--- config.mk ---
export PLATFORM = sky130hd
export DESIGN_NAME = serial_fetch_unit
export DESIGN_NICKNAME = d
export VERILOG_FILES = /design/src/rtl/serial_fetch_unit.sv
export SDC_FILE = /design/constraint.sdc
export NUM_CORES = 1
export LEC_CHECK = 0
export BUFFER_PORTS_ARGS = -buffer_cell sky130_fd_sc_hd__buf_4
export CAP_MARGIN = 20
export CORE_MARGIN = 4
export CORE_UTILIZATION = 40
export CTS_CLUSTER_SIZE = 24
export DETAILED_ROUTE_END_ITERATION = 10
export PLACE_DENSITY_LB_ADDON = 0.15
export SLEW_MARGIN = 15
export SYNTH_ARGS = -nofsm -noshare
export SYNTH_HDL_FRONTEND = slang
export SYNTH_SLANG_ARGS = --single-unit
--- constraint.sdc ---
create_clock -name clock -period 2.29 [get_ports clock]
set_input_delay 0.458 -clock clock [delete_from_list [all_inputs] [get_ports clock]]
set_output_delay 0.458 -clock clock [all_outputs]
set_load 0.02 [all_outputs]
--- src/rtl/serial_fetch_unit.sv ---
// Bit-serial fetch bridge: sends a start-framed address on one pin, collects a
// start-framed instruction word on another, and returns it (or a timeout) to the core.
module serial_fetch_unit #(
  parameter int ADDR_W  = 8,
  parameter int INSTR_W = 16,
  parameter int TIMEOUT = 64
) (
  input  logic               clock,
  input  logic               reset_n,
  input  logic               req_valid,
  output logic               req_ready,
  input  logic [ADDR_W-1:0]  req_addr,
  output logic               rsp_valid,
  input  logic               rsp_ready,
  output logic [INSTR_W-1:0] rsp_instr,
  output logic               rsp_err,
  output logic               busy,
  output logic               addr_stream,
  input  logic               instr_in
);
  localparam int SW = $clog2(ADDR_W + 1) + 1;
  localparam int WW = $clog2(TIMEOUT) + 1;
  localparam int BW = $clog2(INSTR_W) + 1;

  typedef enum logic [2:0] {IDLE, SEND, WAIT, RECV, HOLD} state_t;

  state_t             state, state_nx;
  logic               sync_q1, sync_in;
  logic [ADDR_W-1:0]  addr_q;
  logic [SW-1:0]      scnt;
  logic [WW-1:0]      wcnt;
  logic [BW-1:0]      bcnt;
  logic [INSTR_W-1:0] shreg;
  logic               send_last, wait_to, recv_last;

  assign send_last = (scnt == SW'(ADDR_W));
  assign wait_to   = (TIMEOUT != 0) && (wcnt == WW'(TIMEOUT - 1));
  assign recv_last = (bcnt == BW'(INSTR_W - 1));

  assign req_ready = (state == IDLE);
  assign rsp_valid = (state == HOLD);
  assign busy      = (state != IDLE);

  always_ff @(posedge clock or negedge reset_n) begin
    if (!reset_n) state <= IDLE;
    else          state <= state_nx;
  end

  always_comb begin
    state_nx = state;
    unique case (state)
      IDLE:    if (req_valid) state_nx = SEND;
      SEND:    if (send_last) state_nx = WAIT;
      // a start bit on the final wait cycle beats the timeout
      WAIT:    if (sync_in) state_nx = RECV;
               else if (wait_to) state_nx = HOLD;
      RECV:    if (recv_last) state_nx = HOLD;
      HOLD:    if (rsp_ready) state_nx = IDLE;
      default: state_nx = IDLE;
    endcase
  end

  always_ff @(posedge clock or negedge reset_n) begin
    if (!reset_n) begin
      sync_q1     <= 1'b0;
      sync_in     <= 1'b0;
      addr_q      <= '0;
      scnt        <= '0;
      wcnt        <= '0;
      bcnt        <= '0;
      shreg       <= '0;
      addr_stream <= 1'b0;
      rsp_instr   <= '0;
      rsp_err     <= 1'b0;
    end else begin
      sync_q1 <= instr_in;
      sync_in <= sync_q1;
      unique case (state)
        IDLE: if (req_valid) begin
          addr_q      <= req_addr;
          scnt        <= '0;
          addr_stream <= 1'b1;
        end
        // addr_stream is registered, so each bit is loaded one cycle ahead
        SEND: begin
          scnt        <= scnt + SW'(1);
          addr_stream <= send_last ? 1'b0 : addr_q[ADDR_W-1];
          addr_q      <= {addr_q[ADDR_W-2:0], 1'b0};
          wcnt        <= '0;
        end
        WAIT: begin
          wcnt <= wcnt + WW'(1);
          bcnt <= '0;
          if (!sync_in && wait_to) begin
            rsp_err   <= 1'b1;
            rsp_instr <= '0;
          end
        end
        RECV: begin
          bcnt  <= bcnt + BW'(1);
          shreg <= {shreg[INSTR_W-2:0], sync_in};
          if (recv_last) begin
            rsp_instr <= {shreg[INSTR_W-2:0], sync_in};
            rsp_err   <= 1'b0;
          end
        end
        default: ;
      endcase
    end
  end
endmodule

==> results of run 1 <==
[worst reg2reg max path: stages (launching register included)]
cell and delay [ns]:
dfrtp_1 0.38, ha_1 0.19, and3_1 0.17, ha_1 0.23, inv_1 0.08, nor2_2 0.57
a221o_1 0.28
[kinds of logic after synthesis]
| family | Yosys count | synth area share [%] |
|---|---|---|
| fa+ha+maj | 5 | 2.14 |
| flops | 63 | 53.9 |
| compound gates | 82 | 21.2 |
| xor+xnor | 2 | 0.599 |
| mux | 18 | 6.98 |
| buf+inv | 23 | 3.60 |
| simple gates | 60 | 11.5 |
[repair_timing]
action | CTS | global route
endpoints found under the hold margin | 0 | 0
endpoints found under the setup margin | 12 | 0
buffers inserted | 0 | 0
gates resized for setup | 1 | 0
[metal layers]
layer	track usage [%]	up-vias	share of wire, %
li1	-	1032	-
met2	20.7	24	46
met5	0	-	0
met3	2.90	9	2.4
met1	21.5	1082	50
met4	6.59	0	1.4
[sequential cells by signal, summed over array words and instances (netlist names)]
signal,cells
rsp_instr,16
shreg,15
addr_q,8
wcnt,7
bcnt,5
scnt,5
state,3
addr_stream,1
rsp_err,1
sync_in,1
sync_q1,1
[worst max-delay path by stage]
| stage | end | slack (ns) | depth (start not counted) |
|---|---|---|---|
| detailed placement | rsp_instr[7]$_DFFE_PN0P_ | -0.0005 | 6 |
| global route | rsp_instr[1]$_DFFE_PN0P_ | 0.16 | 6 |
| global placement | rsp_instr[11]$_DFFE_PN0P_ | 0.05 | 6 |
| floorplan | rsp_instr[3]$_DFFE_PN0P_ | 0.48 | 7 |
| CTS | rsp_instr[8]$_DFFE_PN0P_ | 0.30 | 6 |
| finish | rsp_instr[8]$_DFFE_PN0P_ | 0.33 | 6 |
[per-stage QoR]
stage | setup TNS, ns | total power, mW | instance area (um2) | setup slack (ns)
final | 0 | 4.04 | 3500 | 0.326
after floorplan | 0 | 2.65 | 2920 | 0.484
after CTS | 0 | 4.10 | 3500 | 0.300
after global placement | 0 | 3.08 | 3290 | 0.0493
after global routing | 0 | 4.35 | 3500 | 0.158
after detailed placement | -0.00100 | 3.10 | 3290 | -0.000536
[layout make-up]
type                       instances  area [um2]
inverter                           7        26.3
tap                               96         120
multi-input combinational        167        1240
timing repair buffer              44         330
fill                             648        3440
sequential                        63        1580
clock buffer                       9         124
clock inverter                     7        80.1
[power by group]
part / total [mW] / internal (mW) / leakage [nW] / switching (mW)
Combinational: 1.39 / 0.655 / 0.689 / 0.734
Clock: 0.977 / 0.513 / 0.0964 / 0.463
Sequential: 1.68 / 1.43 / 0.755 / 0.252
[placed cells by master, fill, tap and decap left out, types with 4 or more instances in the layout]
master    netlist  final
nand2_1        16     16
nor2_1          6      5
a22oi_1         4      4
a221o_1        17     17
mux2_2         15     15
inv_1           7      7
a31oi_1         6      6
nand3_1        12     12
buf_4           1     44
a21oi_1         6      6
o21ai_0        11     11
nor2b_1         8      8
nand2b_1        5      5
o22ai_1         6      6
dfrtp_1        63     63
ha_1            5      5
clkbuf_8        0      9
a21boi_0       15     15
==> results by group, run 1 <==
CTS
  – Worst skew pair latency: 0.33 ns
  – CTS tree: built
  – CTS sink count: 63
  – Longest Clk Path Bufs: 2
  – Hold-fix buffers, CTS: 0
  – Clk slew on worst S/H paths: 0.08 ns
  – H-tree Lvls: 3
  – Root Driver: clkbuf_8
  – Num CTS Buffers: 9

Floorplanning
  – Die X: 93.5 um
  – I/O Pins: 34
  – Rows: 30
  – Die Y: 93.5 um
  – Core area: 0.00694 mm2
  – Initial Utilization: 42.1%
  – Die area: 0.00874 mm2

Min path
  – Worst hold-check path type: primary input to async pin

Cells and area
  – Final antenna diode count: 0
  – Layout cells sized above 1: between 20% and 30%
  – Final Non-Filler Cells: 393
  – Nets: 310
  – Core Util, Final: 50.4%
  – Area grow syn2layout: 19.8%

Detailed routing
  – Pre-Repair DR Iteration Count: 4
  – Via count: roughly 2100
  – DR iter-0 viols: 91
  – Drt wl/cell: 15.3 um
  – # DRC: 0
  – Total wire length: 6010 um
  – Antenna-violating nets left: 0
  – Vias per cell: 5.46

Placement
  – DP HPWL: 3930 um
  – Placed cell count: about 380
  – GP Congestion: 0.728
  – Port Buffers: 33

Setup path
  – Critical path type: flip-flop to flip-flop
  – CP dominant cell by count: ha_1
  – R2R Path End: rsp_instr[8]$_DFFE_PN0P_
  – R2r startpoint: bcnt[0]$_DFFE_PN0P_
  – Setup crit start kind: flip-flop
  – Worst Setup End Kind: flip-flop
  – Data arrival, critical path: roughly 2.2 ns
  – Critical Path Max Stage Delay: 0.57 ns
  – Top delay family on crit path: simple AND/OR/NAND/NOR gates
  – Data required, critical path: approximately 2.6 ns
  – Worst R2R Path Depth: 6
  – Cells along the critical path: ha_1 > and3_1 > ha_1 > inv_1 > nor2_2 > a221o_1
  – R2R setup slack: roughly 0.33 ns
  – Slowest cell on the critical path: nor2_2
  – Max FO, Critical Path: 16
  – CP Buf/Inv Count: 1
  – Worst setup path startpoint: bcnt[0]$_DFFE_PN0P_

Synthesis
  – Primary FF master, synth: dfrtp_1
  – Async SR Flop Fraction: 100%
  – Yosys top cell area share: 53.9%
  – Top cells by area, synth: dfrtp_1 54%, a221o_1 5.8%, mux2_2 5.8%
  – Synth top cells by count: 63 x dfrtp_1, 17 x a221o_1, 16 x nand2_1, 15 x a21boi_0, 15 x mux2_2
  – #FFs+latches synth: 63
  – Cell area after synthesis: 0.00292 mm2
  – Top-count cell post-synth: dfrtp_1
  – Mapped Avg Cell Area: between 10 and 15 um2
  – Number of synthesized flops with an enable pin: 0
  – Post-synth cell types: 45
  – Syn nets: 271
  – Post-synthesis sequential area ratio: 53.9%
  – Warnings, synthesis: 0
  – Cell taking the most area after synthesis: dfrtp_1
  – Cells after synthesis: 253

Global route
  – Gr ovfl total: 0
  – First-pass GRT wire length: 10100 um
  – Largest net degree at the start of global routing: 64
  – Initial antenna violation count: 0
  – Vias in the first global route: 1969
  – GRT Resource Usage Total: about 15%

STA
  – Unrepaired setup endpoints after global routing: no
  – Hold Vio Cnt, Final: 0
  – Slew HR: 47.3%
  – Clk_skew: 0.0122 ns
  – Worst Hold Margin: 0.212 ns
  – Final Critical Period: 1.96 ns
  – Peak Freq: between 0.5 and 0.6 GHz
  – Slew Viols, Final: 0
  – Tcrit/Tclk final: between 80% and 90%
  – Worst-Margin Slew: 0.791 ns
  – Final setup vio count: 0

Run
  – Max-Cap Viols: 0

Power and ir drop
  – Pleak: between 1.5 and 2 nW
  – Power Dens Cells: 1160 mW/mm2
  – VDD IR max: between 0.0005 and 0.0006 V

Status
  – Status: complete, no violations
No activity file was read; power rests on OpenSTA's default activity.
==> inputs of run 2 (changes only) <==
--- a/config.mk
+++ b/config.mk
@@ -11,6 +11,7 @@
 export CORE_UTILIZATION = 40
 export CTS_CLUSTER_SIZE = 24
 export DETAILED_ROUTE_END_ITERATION = 10
+export GPL_TIMING_DRIVEN = 0
 export PLACE_DENSITY_LB_ADDON = 0.15
 export SLEW_MARGIN = 15
 export SYNTH_ARGS = -nofsm -noshare
==> constraint.sdc (replaced) <==
create_clock -name clock -period 2.29 [get_ports clock]
set_input_delay 0.458 -clock clock [delete_from_list [all_inputs] [get_ports clock]]
set_output_delay 0.458 -clock clock [all_outputs]
set_load 0.05 [all_outputs]
==> results by group, run 2 (synthesized netlist as in run 1, its figures left out) <==
Power and ir drop
  – Power share of the combinational group: 35.5% (+1.2 points)
  – Int Pwr: 2.67 mW (+2.8%)
  – Sw Share: 37.3% (+1.4 points)
  – VDD IR max: 0.000785 V (+46%)
  – Power Dens Cells: 1210 mW/mm2 (+4.8%)
  – Switching power: 1.59 mW (+9.4%)
  – Sequential Power Share: 39.3% (-2.2 points)
  – Pleak: 1.55 nW (+0.60%)
  – Clock Power Share: 25.2% (+1.1 points)

Detailed routing
  – Vias per cell: 5.42 (-0.80%)
  – # DRC: 0 (unchanged)
  – DR WL met3: 296 um (+100%)
  – Met2 routed WL: 2910 um (+5.1%)
  – Drt wl/cell: 15.5 um (+1.1%)
  – Via count: 2157 (+0.47%)
  – WL met1: 2880 um (-4.2%)
  – Pre-Repair DR Iteration Count: 4 (unchanged)
  – Antenna-violating nets left: 0 (unchanged)
  – DR iter-0 viols: 150 (+65%)
  – Uppermost layer routed: met4
  – Total wire length: 6160 um (+2.4%)

Setup path
  – Setup crit start kind: flip-flop
  – Worst setup path startpoint: bcnt[0]$_DFFE_PN0P_
  – R2R Path End: rsp_instr[0]$_DFFE_PN0P_
  – Worst Setup End Kind: flip-flop
  – Top delay family on crit path: simple AND/OR/NAND/NOR gates
  – Slowest cell on the critical path: dfrtp_1
  – Cells along the critical path: ha_1 > and3_1 > ha_1 > nand2b_1 > clkbuf_2 > a21boi_0 > a221o_1
  – Worst R2R Path Depth: 7 (+1)
  – CP Buf/Inv Count: 1 (unchanged)
  – Critical path type: flip-flop to flip-flop
  – Critical Path Max Stage Delay: 0.41 ns (-0.16 ns)
  – R2R setup slack: 0.17 ns (-0.16 ns)
  – Data required, critical path: 2.51 ns (-0.05 ns)
  – CP dominant cell by count: ha_1
  – R2r startpoint: bcnt[0]$_DFFE_PN0P_
  – Max FO, Critical Path: 10 (-6)
  – Data arrival, critical path: 2.34 ns (+0.11 ns)

Cells and area
  – Commonest non-fill, non-tap cell in the layout: dfrtp_1
  – Top reg by flops: rsp_instr
  – Fill cell count: 640 (-1.2%)
  – Register area: 0.00158 mm2 (unchanged)
  – Final antenna diode count: 0 (unchanged)
  – Nets: 315 (+1.6%)
  – Regs by FF count: rsp_instr (16), shreg (15), addr_q (8)
  – Max reg flops: 16 (unchanged)
  – Final Non-Filler Cells: 398 (+1.3%)
  – Area of the multi-input gates: 0.00124 mm2 (unchanged)
  – Layout cells sized above 1: 27.8% (-1.1 points)
  – Most frequent cells in the layout: 63 x dfrtp_1, 34 x buf_4, 17 x a221o_1
  – Area grow syn2layout: 20.2%

Floorplanning
  – Rows: 30 (unchanged)
  – Die Y: 93.5 um (unchanged)
  – Initial Utilization: 42.1% (unchanged)
  – Die X: 93.5 um (unchanged)
  – Die area: 0.00874 mm2 (unchanged)
  – Core area: 0.00694 mm2 (unchanged)
  – I/O Pins: 34 (unchanged)

STA
  – Unrepaired setup endpoints after global routing: no
  – Tcrit/Tclk final: 92.8% (+7.0 points)
  – Slew HR: 48.3% (+0.99 points)
  – Hold Vio Cnt, Final: 0 (unchanged)
  – Peak Freq: 0.471 GHz (-7.5%)
  – Final Critical Period: 2.12 ns (+0.160 ns)
  – Final setup vio count: 0 (unchanged)
  – Setup Total Neg Slack: 0 ns (unchanged)
  – Slew Viols, Final: 0 (unchanged)
  – Worst-Margin Slew: 0.776 ns (-0.0149 ns)
  – Clk_skew: 0.0112 ns (-0.00104 ns)

CTS
  – Clk slew on worst S/H paths: 0.07 ns (about the same)
  – H-tree Lvls: 3 (unchanged)
  – Worst skew pair latency: 0.35 ns (+0.02 ns)
  – CTS sink count: 63 (unchanged)
  – Longest Clk Path Bufs: 2 (unchanged)
  – Hold-fix buffers, CTS: 0 (unchanged)
  – Num CTS Buffers: 9 (unchanged)
  – CTS tree: built
  – Root Driver: clkbuf_8

Global route
  – Gr ovfl total: 0 (unchanged)
  – GRT Resource Usage Total: 15.2% (+0.54 points)
  – First-pass GRT wire length: 10400 um (+2.6%)
  – Initial antenna violation count: 0 (unchanged)
  – Largest net degree at the start of global routing: 64 (unchanged)
  – Vias in the first global route: 2082 (+5.7%)

Placement
  – GP Congestion: 0.749 (+2.9%)
  – Placed cell count: 382 (+1.3%)
  – Port Buffers: 33 (unchanged)
  – DP HPWL: 4120 um (+5.0%)

Status
  – Status: complete, no violations

Min path
  – Worst hold-check path type: primary input to async pin

Run
  – Max-Cap Viols: 0 (unchanged)
run 2: routing by layer:
metal | up-vias | track usage (%)
li1 | 1034 | -
met4 | 0 | 4.40
met3 | 9 | 5.31
met1 | 1074 | 19.8
met5 | - | 0
met2 | 40 | 23.8
run 2: worst register-to-register path, delay by kind of cell, from the launching register on:
kind                     cells  cell delay, ns
AO/OA/AOI/OAI                2            0.43
adder cells (fa/ha/maj)      2            0.45
buffers and inverters        1            0.26
flip-flops                   1            0.41
AND/OR/NAND/NOR              2            0.46
run 2: power groups by stage:
stage          Clock [mW]  Sequential [mW]  Combinational [mW]
6_report             1.07             1.67                1.51
5_1_grt              1.15             1.72                1.67
4_1_cts              1.10             1.67                1.52
3_5_place_dp            0             1.69                1.52
3_3_place_gp            0             1.69                1.50
2_1_floorplan           0             1.77                1.01
run 2: worst max path at each step:
stage,slack [ns],endpoint,depth (start not counted)
6_report,0.17,rsp_instr[0]$_DFFE_PN0P_,7
5_1_grt,0.03,rsp_instr[0]$_DFFE_PN0P_,7
4_1_cts,0.04,rsp_instr[0]$_DFFE_PN0P_,7
3_5_place_dp,0.07,rsp_instr[0]$_DFFE_PN0P_,7
2_1_floorplan,0.27,req_ready,4
3_3_place_gp,0.10,rsp_instr[3]$_DFFE_PN0P_,7
run 2: layout make-up:
type | count | area share, %
sequential | 63 | 44.9
multi-input combinational | 167 | 35.4
timing repair buffer | 33 | 7.05
clock buffer | 9 | 3.52
tap | 96 | 3.42
clock inverter | 7 | 2.74
buffer | 16 | 2.28
inverter | 7 | 0.748
run 2: timing repair:
item	4_1_cts	5_1_grt
endpoints found under the setup margin	0	10
resized for setup	0	3
endpoints found under the hold margin	0	0
setup buffers	0	0
run 2: per-stage QoR:
stage	hold WS, ns	total power, mW	worst slack, ns	area [um2]	utilization (%)
global route	0.199	4.54	0.0310	3510	50.6
detailed placement	0.336	3.21	0.0711	3290	47.4
finish	0.175	4.25	0.166	3510	50.6
global placement	0.334	3.19	0.102	3290	47.4
floorplan	0.162	2.78	0.272	2920	-
CTS	0.204	4.29	0.0379	3510	50.6
